### config.mk
export PLATFORM = sky130hd
export DESIGN_NAME = seq_multiplier
export DESIGN_NICKNAME = d
export VERILOG_FILES = /design/src/rtl/seq_multiplier_pkg.sv /design/src/rtl/seq_multiplier.sv
export SDC_FILE = /design/constraint.sdc
export NUM_CORES = 1
export LEC_CHECK = 0
export CORE_UTILIZATION = 39
export CTS_CLUSTER_DIAMETER = 60
export CTS_CLUSTER_SIZE = 14
export DETAILED_ROUTE_END_ITERATION = 6
export DONT_BUFFER_PORTS = 1
export HOLD_SLACK_MARGIN = 0.15
export PLACE_DENSITY = 0.59
export SYNTH_ARGS = -nofsm -noshare
export SYNTH_HDL_FRONTEND = slang
export SYNTH_SLANG_ARGS = --single-unit
### constraint.sdc
create_clock -name CLK -period 5.3 [get_ports CLK]
set_input_delay 0.53 -clock CLK [delete_from_list [all_inputs] [get_ports CLK]]
set_output_delay 0.53 -clock CLK [all_outputs]
set_load 0.1 [all_outputs]
### src/rtl/seq_multiplier_pkg.sv
// Shared processor package: FSM state encoding and default datapath width.
// Latency: n/a (definitions only).
// Backpressure: n/a (definitions only).
package seq_multiplier_pkg;

   // Datapath width used by every block in the multi-cycle datapath.
   localparam int SEQ_WIDTH = 16;

   // FSM state encoding shared with the control unit.
   localparam logic [1:0] IDLE = 2'd0;
   localparam logic [1:0] RUN  = 2'd1;
   localparam logic [1:0] DONE = 2'd2;

   typedef enum logic [1:0] {
      ST_IDLE = IDLE,
      ST_RUN  = RUN,
      ST_DONE = DONE
   } mul_state_t;

endpackage

### src/rtl/seq_multiplier.sv
// Iterative shift-add multiplier (signed or unsigned), one partial product per cycle.
// Latency: WIDTH edges from the accepting edge to the one-cycle done pulse.
// Backpressure: none; start is ignored while busy, the caller waits on done.
//
// Ports:
//   CLK, RST            clock, asynchronous active-high reset
//   start, signed_mode  request and operand interpretation, sampled in IDLE/DONE
//   op_a, op_b          multiplicand / multiplier, sampled with start
//   busy                high while the iteration is running
//   done                one-cycle pulse when the product has been registered
//   result_lo/result_hi product halves, updated only on completion
module seq_multiplier
   import seq_multiplier_pkg::*;
#(
   parameter int WIDTH = SEQ_WIDTH
) (
   input  logic             CLK,
   input  logic             RST,
   input  logic             start,
   input  logic             signed_mode,
   input  logic [WIDTH-1:0] op_a,
   input  logic [WIDTH-1:0] op_b,
   output logic             busy,
   output logic             done,
   output logic [WIDTH-1:0] result_lo,
   output logic [WIDTH-1:0] result_hi
);

   localparam int CNT_W = (WIDTH > 1) ? $clog2(WIDTH) : 1;
   localparam logic [CNT_W-1:0] CNT_LAST = CNT_W'(WIDTH - 1);

   mul_state_t         state_q, state_d;
   logic [2*WIDTH-1:0] acc_q, acc_d;      // {partial sum, remaining multiplier bits}
   logic [WIDTH-1:0]   mcand_q, mcand_d;
   logic               neg_q, neg_d;
   logic [CNT_W-1:0]   cnt_q, cnt_d;
   logic [2*WIDTH-1:0] res_q, res_d;

   logic [WIDTH:0]     sum;               // one extra bit keeps the carry of the add
   logic [2*WIDTH-1:0] shifted;
   logic [2*WIDTH-1:0] product;
   logic [WIDTH-1:0]   mag_a;
   logic [WIDTH-1:0]   mag_b;

   always_comb begin
      // Two's-complement magnitude; 0x8000 maps to itself, which is correct when
      // read as unsigned, so the most negative operand needs no special case.
      mag_a = (signed_mode && op_a[WIDTH-1]) ? (~op_a + WIDTH'(1)) : op_a;
      mag_b = (signed_mode && op_b[WIDTH-1]) ? (~op_b + WIDTH'(1)) : op_b;

      sum     = {1'b0, acc_q[2*WIDTH-1:WIDTH]} + (acc_q[0] ? {1'b0, mcand_q} : '0);
      // Carry becomes the new MSB; the consumed multiplier bit falls off the bottom.
      shifted = {sum, acc_q[WIDTH-1:1]};
      product = neg_q ? (~shifted + (2*WIDTH)'(1)) : shifted;
   end

   always_comb begin
      state_d = state_q;
      acc_d   = acc_q;
      mcand_d = mcand_q;
      neg_d   = neg_q;
      cnt_d   = cnt_q;
      res_d   = res_q;

      case (state_q)
         ST_IDLE, ST_DONE: begin
            if (start) begin
               mcand_d = mag_a;
               // Upper half is the cleared accumulator; lower half holds the multiplier.
               acc_d   = {{WIDTH{1'b0}}, mag_b};
               neg_d   = signed_mode & (op_a[WIDTH-1] ^ op_b[WIDTH-1]);
               cnt_d   = '0;
               state_d = ST_RUN;
            end else if (state_q == ST_DONE) begin
               state_d = ST_IDLE;
            end
         end
         ST_RUN: begin
            acc_d = shifted;
            cnt_d = cnt_q + CNT_W'(1);
            if (cnt_q == CNT_LAST) begin
               res_d   = product;
               state_d = ST_DONE;
            end
         end
         default: begin
            state_d = ST_IDLE;
         end
      endcase
   end

   always_ff @(posedge CLK or posedge RST) begin
      if (RST) begin
         state_q <= ST_IDLE;
         acc_q   <= '0;
         mcand_q <= '0;
         neg_q   <= 1'b0;
         cnt_q   <= '0;
         res_q   <= '0;
      end else begin
         state_q <= state_d;
         acc_q   <= acc_d;
         mcand_q <= mcand_d;
         neg_q   <= neg_d;
         cnt_q   <= cnt_d;
         res_q   <= res_d;
      end
   end

   // Decoded from registered state only; no input reaches an output combinationally.
   assign busy      = (state_q == ST_RUN);
   assign done      = (state_q == ST_DONE);
   assign result_lo = res_q[WIDTH-1:0];
   assign result_hi = res_q[2*WIDTH-1:WIDTH];

endmodule

==> impl_summary.md, run 1 <==
Place
The placer's final routability congestion estimate is 0.866. The instance area after placement is 0.00554 mm2. Input and output buffers added on the ports amount to 0.

The HPWL reported at the end of detailed placement is 9.72 mm. The worst setup slack before clock tree synthesis is 1720 ps.

Die
The floorplan step set the die height to 120 um. The area of the die is 0.0143 mm2. Once the floorplan was initialized, standard cells occupied 40.3% of the core. The number of placement rows is 42.

The number of I/O pins is 70. The die is 120 um wide. The region available for standard cell placement spans 0.0134 mm2.

Route
The average detailed-routed wire length per instance is 16.8 um. The total detailed-routing wirelength is 12.9 mm. The detail route stage leaves a number of antenna-violating nets equal to 0. After detailed routing, the number of vias per cell comes to 5.57. In the routed design, unresolved DRC markers number 0.

The count of routing violations after the opening detailed-route iteration is 215. The pre-antenna-repair detailed-routing pass consisted of 5 iterations. The total via count after detailed routing is 4295.

Clock tree
Counting every sink on the clock net gives 87. The cell at the root of the clock tree is sky130_fd_sc_hd__clkbuf_16. The number of H-tree levels is 3. TritonCTS built the clock tree.

Once the clock tree was built, the resizer swapped 0 gates to a different size. The later pin in the worst-skew pair is clocked with a latency of 350 ps. After clock tree synthesis, the clock-pin slew on the worst setup and hold paths is 70 ps.

In this run the deepest clock path goes through 2 buffers. Clock tree synthesis inserted a total of 9 buffers.

Synth
The synthesized instance count is 604. The sequential fraction of the synthesis area is 40.3%. Summed over its instances, the top area cell type makes up 40.3% of the synthesized netlist area. The post-synthesis sequential element count is 87.

The synthesized design contains 0 enable-type register cells. The net count after synthesis is 661. The library cell occupying the most area in the post-synthesis netlist is sky130_fd_sc_hd__dfrtp_1. In the post-synthesis netlist, the biggest area contributors are sky130_fd_sc_hd__dfrtp_1 40%, sky130_fd_sc_hd__o21ai_0 7.5%, sky130_fd_sc_hd__xnor2_1 6.0%.

The commonest register cell after synthesis is sky130_fd_sc_hd__dfrtp_1. Dividing the synthesized area by the synthesized cell count gives 8.94 um2. After synthesis the cells add up to 0.00540 mm2. After synthesis, the share of flip-flops with an asynchronous set or reset is 100%.

The number of different library cells used by synthesis comes to 59. The number of synthesis warnings is 0.

Worst hold path
The startpoint identified for the worst hold timing path is op_a[15]. The type of the worst min-delay path is in -> reg.

Critical path
The launch point of the worst path is acc_q[0]$_DFFE_PP0P_. Of all nets on the critical path, the largest fanout is 17. The setup path with the least slack is of type reg -> reg.

The beginning of the worst register-to-register path is acc_q[0]$_DFFE_PP0P_. The worst path required time is 5500 ps. The worst setup path is captured at a flip-flop. STA classifies the critical path startpoint as a flip-flop.

The critical path data arrival time is 3740 ps.

Global routing
The met2 layer usage reported by global route is 28.4%. In the global route stage, overall resource usage came out at 18.9%. The most used routing layer in global routing is met2.

The global-route wire length before repair is 21.3 mm. The largest net degree at the start of global routing is 69. The number of antenna violations at the first check in global routing is 0. The via count of the first global-routing pass is 4095. In the global route stage, met3 resource usage came out at 2.76%.

For met1 alone, demand over resource in global routing was 27.3%. The total global routing overflow is 0.

Final layout
Leaving out fill and tap cells, the most frequent cell in the layout is sky130_fd_sc_hd__dfrtp_1. Counting the fill cells in the layout gives 1339. Leaving out fill and tap cells, the most frequent cells in the layout are 87 x sky130_fd_sc_hd__dfrtp_1, 81 x sky130_fd_sc_hd__o21ai_0, 75 x sky130_fd_sc_hd__nand2_1. The share of cells above drive strength 1 is 6.39%. Summing all non-filler instances in the final layout gives an area of 0.00586 mm2. The net count of the finished layout is 647. The number of antenna diodes in the final layout is 0. The area growth from synthesis to layout is 8.45%.

STA
For the final routed database, the setup TNS stands at 0 ps. The fmax is 282 MHz. The max-slew violation count is 0. The number of hold violations in the final report is 0.

Setup repair after global routing left no endpoint under its margin. Across the routed clock network, the largest skew measured is 7.42 ps. Once routing completed, OpenROAD measured the worst setup slack at 1750 ps.

The time the final worst path needs with I/O delays and setup is 3550 ps. The worst path uses 67.0% of the clock period. Setup violations remaining at the end of the flow were counted as 0. The worst slew margin relative to its limit is 27.9%. At the pin with the least slew margin, the transition time is 1080 ps.

Outcome
The flow ran to the end, and the final reports show no timing, DRC or antenna violations.

Job
The number of max-capacitance violations reported is 0.
==> registers in the layout, indices dropped and copies added (netlist names) <==
name,flops
acc_q,32
cnt_q,4
mcand_q,16
neg_q,1
res_q,32
state_q,2
==> layout make-up <==
cell class	count	area, um2	area share (%)
multi-input combinational	469	3040	51.9
sequential	87	2180	37.2
clock buffer	10	239	4.08
tap	176	220	3.76
clock inverter	6	68.8	1.17
inverter	17	65.1	1.11
timing repair buffer	6	47.5	0.811
==> logic make-up (layout without fill, tap and decap cells) <==
group           after synthesis  after routing  share of synthesized area, %
buf+inv                      48             39                          3.54
mux                           4              4                         0.741
simple gates                187            187                          17.0
fa+ha+maj                    21             21                          5.00
flops                        87             87                          40.3
xor+xnor                     69             69                          11.2
compound gates              188            188                          22.3
==> critical path: stages (launching register included) <==
cell                      delay (ps)
sky130_fd_sc_hd__dfrtp_1         510
sky130_fd_sc_hd__and2_1          210
sky130_fd_sc_hd__ha_1            220
sky130_fd_sc_hd__fa_1            410
sky130_fd_sc_hd__a21o_1          200
sky130_fd_sc_hd__a221o_1         340
sky130_fd_sc_hd__a31oi_1         210
sky130_fd_sc_hd__xnor2_1         170
sky130_fd_sc_hd__or4b_4          580
sky130_fd_sc_hd__o31ai_4         230
sky130_fd_sc_hd__nand2_1         100
sky130_fd_sc_hd__xnor2_1         140
sky130_fd_sc_hd__o21ai_1          70
==> per-layer routing <==
layer	wire (um)	vias up	share of wire, %
met5	0	-	0
met4	209	0	1.6
met3	639	17	4.9
met2	5550	118	43
met1	6520	2029	50
li1	-	2131	-
==> metrics by stage <==
stage | instances | utilization (%) | hold WS [ps]
2_1_floorplan | 604 | - | 438
3_3_place_gp | 754 | 41.4 | 388
3_5_place_dp | 754 | 41.4 | 402
4_1_cts | 771 | 43.7 | 307
5_1_grt | 771 | 43.7 | 351
6_report | 771 | 43.7 | 315
==> cell usage after synthesis, types with 4 or more instances <==
library cell / count
sky130_fd_sc_hd__a22o_1: 15
sky130_fd_sc_hd__nor3_1: 13
sky130_fd_sc_hd__a21oi_1: 26
sky130_fd_sc_hd__a21o_1: 4
sky130_fd_sc_hd__xnor2_1: 37
sky130_fd_sc_hd__nor2_1: 27
sky130_fd_sc_hd__o31ai_1: 6
sky130_fd_sc_hd__clkbuf_1: 28
sky130_fd_sc_hd__nand2_1: 76
sky130_fd_sc_hd__nand3_1: 11
sky130_fd_sc_hd__nand2b_1: 7
sky130_fd_sc_hd__o21ai_0: 81
sky130_fd_sc_hd__a31oi_1: 4
sky130_fd_sc_hd__or3_1: 5
sky130_fd_sc_hd__o41ai_1: 4
sky130_fd_sc_hd__and2_1: 18
sky130_fd_sc_hd__a22oi_1: 15
sky130_fd_sc_hd__nor4_1: 6
sky130_fd_sc_hd__mux2i_1: 4
sky130_fd_sc_hd__ha_1: 20
sky130_fd_sc_hd__dfrtp_1: 87
sky130_fd_sc_hd__o21ai_1: 5
sky130_fd_sc_hd__nor2b_1: 5
sky130_fd_sc_hd__xor2_1: 32
sky130_fd_sc_hd__inv_1: 16
==> path summary, 6_finish.rpt <==
check	to	cells after the start	slack [ps]
max	res_q[30]$_DFFE_PP0P_	12	1750
min	mcand_q[15]$_DFFE_PP0P_	2	310
max reg2reg	res_q[30]$_DFFE_PP0P_	12	1750
min reg2reg	mcand_q[8]$_DFFE_PP0P_	2	480
max in group asynchronous	res_q[11]$_DFFE_PP0P_	3	3510
min in group asynchronous	res_q[25]$_DFFE_PP0P_	2	610
==> what timing repair did <==
action | 4_1_cts | 5_1_grt
hold endpoints to repair | 19 | 0
buffers inserted | 0 | 0
hold buffers | 1 | 0
Power of run 1 is left out: the tool's default activity adds up to more than one toggle a clock period on the data nets, which glitch-free logic cannot reach.
==> run 2, diff against run 1 <==
Settings changed: PLACE_DENSITY 0.59 to 0.61.
Clock period 5.3 ns to 2.9 ns, I/O delays scaled along.
==> run 2 against run 1 <==
Against the previous run:
- the run now ends with setup timing left
- clock-buffer cell count increased by 2
- wire length increased by 12%
- non-clock buffer count increased by 84
- first-iteration DRC count increased by 1.9%
- design area increased by 17%
- worst hold slack got worse by 170 ps
- sequential cell count unchanged
- register-to-register slack got worse by 2100 ps
==> impl_summary.md, run 2 (same netlist as run 1, synthesis figures left out) <==
Outcome
The run finished, with violations left. The final reports fail on setup timing.

Die
The core outline area is 0.0134 mm2. The chip width is 120 um. The floorplan has 42 rows. The floorplan step defined a die boundary enclosing 0.0143 mm2. The die height is 120 um. For this design the top-level I/O count stands at 70. For this configuration, the core starts out at a cell density of 40.3%.

Place
The instance area after placement is 0.00608 mm2. The placer's final routability congestion estimate is 0.853. During placement, the flow inserted port buffers numbering 0. The wire-length estimate of the detail-placed layout is 11.0 mm. Timing analysis after detailed placement gives a worst setup slack of -473 ps.

Global routing
The first global-routing pass estimated 23.6 mm of wire. After global routing the overflow that remains totals 0. Entering global routing, the biggest net connects 65 pins. The aggregate global-route resource usage is 21.1%. The via count of the first global-routing pass is 4625.

The number of antenna violations at the first check in global routing was 0.

Final layout
The library cell used most frequently in the layout, excluding fill and tap cells, is sky130_fd_sc_hd__dfrtp_1. The area added between synthesis and finish is 26.5%. The net count of the finished layout is 731.

In the final layout, the registers with the most flip-flops are acc_q: 32 flops, res_q: 32 flops, mcand_q: 16 flops. Of the cells placed in the final design, the portion with a size suffix greater than 1 is 23.2%. In the layout the commonest cells are 86 x sky130_fd_sc_hd__dfrtp_1, 77 x sky130_fd_sc_hd__buf_4, 75 x sky130_fd_sc_hd__nand2_1. The final instance area is 0.00684 mm2. Once layout is complete, the utilization of the core stands at 51.0%. The number of antenna diodes in the final layout is 0.

STA
The slew at the pin with the worst max-slew slack is 952 ps. The worst slew margin relative to its limit is 36.5%. The number of hold violations in the final report is 0. Clock skew on the completed layout was measured at 8.54 ps. The setup-violating endpoint count in the final report is 8. The fmax is 310 MHz. The max-slew violation count is 0.

Setup repair after global routing could not meet its margin everywhere. The worst path uses 111% of the clock period. The time the final worst path needs with I/O delays and setup is 3230 ps. The final worst-path setup slack is -327 ps.

Worst hold path
The min-delay analysis places its worst path in the category in -> reg.

Route
The total via count after detailed routing is 4642. The number of iterations in the first detailed-routing pass is 5. The average detailed-routed wire length per instance is 17.0 um. For this block, the routed nets add up to 14.5 mm of wire. The detailed router finished its first iteration with 219 violations. After detailed routing, the number of vias per cell comes to 5.44. For this run, design rule violations remaining after detail routing come to 0. The remaining antenna violation count is 0.

Critical path
The most frequent cell on the critical path is sky130_fd_sc_hd__or4b_4. The largest stage delay on the critical path is 580 ps. The critical path goes through and2_4 -> ha_4 -> o211ai_4 -> o211a_1 -> o21a_1 -> or4b_4 -> or4b_4 -> o31ai_4 -> buf_4 -> xnor2_2 -> o21ai_1. For the worst setup path, the data arrival time is 3450 ps. For this design, the slowest cell found on the critical path is sky130_fd_sc_hd__or4b_4. The endpoint kind of the worst setup timing path is a flip-flop.

Of all nets on the critical path, the largest fanout is 7. Data on the critical path is required at its endpoint by 3120 ps. The worst setup path is launched from a flip-flop.

The worst setup path is of the reg -> reg kind.

Clock tree
The clock reaches the later pin of the worst-skew pair after 340 ps. The number of clock sinks is 87. The number of H-tree levels is 3.

After clock tree synthesis, the clock-pin slew on the worst setup and hold paths is 60 ps. The cell at the root of the clock tree is sky130_fd_sc_hd__clkbuf_16. The number of buffers added by the clock tree synthesis step is 9. TritonCTS built the clock tree.

The maximum clock path buffer count is 2.

Job
The number of max-capacitance violations reported is 0.
==> run 2: worst paths after layout <==
check / end / start / slack (ps) / depth (start not counted)
setup / recovery: res_q[28]$_DFFE_PP0P_ / acc_q[0]$_DFFE_PP0P_ / -330 / 11
hold / removal: acc_q[7]$_DFFE_PP0P_ / op_b[7] / 140 / 2
setup reg to reg: res_q[28]$_DFFE_PP0P_ / acc_q[0]$_DFFE_PP0P_ / -330 / 11
hold reg to reg: mcand_q[15]$_DFFE_PP0P_ / mcand_q[15]$_DFFE_PP0P_ / 480 / 2
max in group asynchronous: res_q[22]$_DFFE_PP0P_ / RST / 1660 / 3
min in group asynchronous: res_q[9]$_DFFE_PP0P_ / RST / 440 / 2
==> run 2: area by class of cell <==
| type | instances | area [um2] |
|---|---|---|
| fill | 1265 | 6570 |
| timing repair buffer | 90 | 722 |
| multi-input combinational | 469 | 3380 |
| sequential | 87 | 2180 |
| clock inverter | 3 | 20.0 |
| inverter | 17 | 65.1 |
| tap | 176 | 220 |
| clock buffer | 12 | 246 |
==> run 2: repair_timing <==
action,CTS,global route
pin swaps,14,9
gates resized for setup,40,19
hold buffers,9,0
endpoints found under the hold margin,37,0
setup endpoints to repair,12,16
buffers inserted,6,4
==> run 2: layer usage <==
layer | routed length, um | part of all wire [%] | track usage, % | vias to the layer above
met4 | 232 | 1.6 | 7.42 | 0
met2 | 6760 | 47 | 33.2 | 117
met3 | 718 | 5.0 | 3.37 | 14
met1 | 6770 | 47 | 29.3 | 2217
met5 | 0 | 0 | 0 | -
li1 | - | - | - | 2294
==> run 2: through the flow <==
| step | hold WS [ps] | TNS (ps) | instances |
|---|---|---|---|
| floorplan | 418 | -1440 | 604 |
| global placement | 224 | -3130 | 820 |
| detailed placement | 232 | -3930 | 820 |
| CTS | 152 | -1870 | 850 |
| global route | 159 | -3420 | 854 |
| finish | 145 | -1860 | 854 |
==> run 2: worst max-delay path: cells and delay by family (launching register included) <==
family / cells / cell delay (ps)
and+or+nand+nor: 3 / 1290
xor gates and xnor gates: 1 / 110
adders and majority gates: 1 / 290
AOI/OAI and AO/OA: 5 / 790
buffers and inverters: 1 / 160
DFF: 1 / 460
Power of run 2 is left out for the same reason.
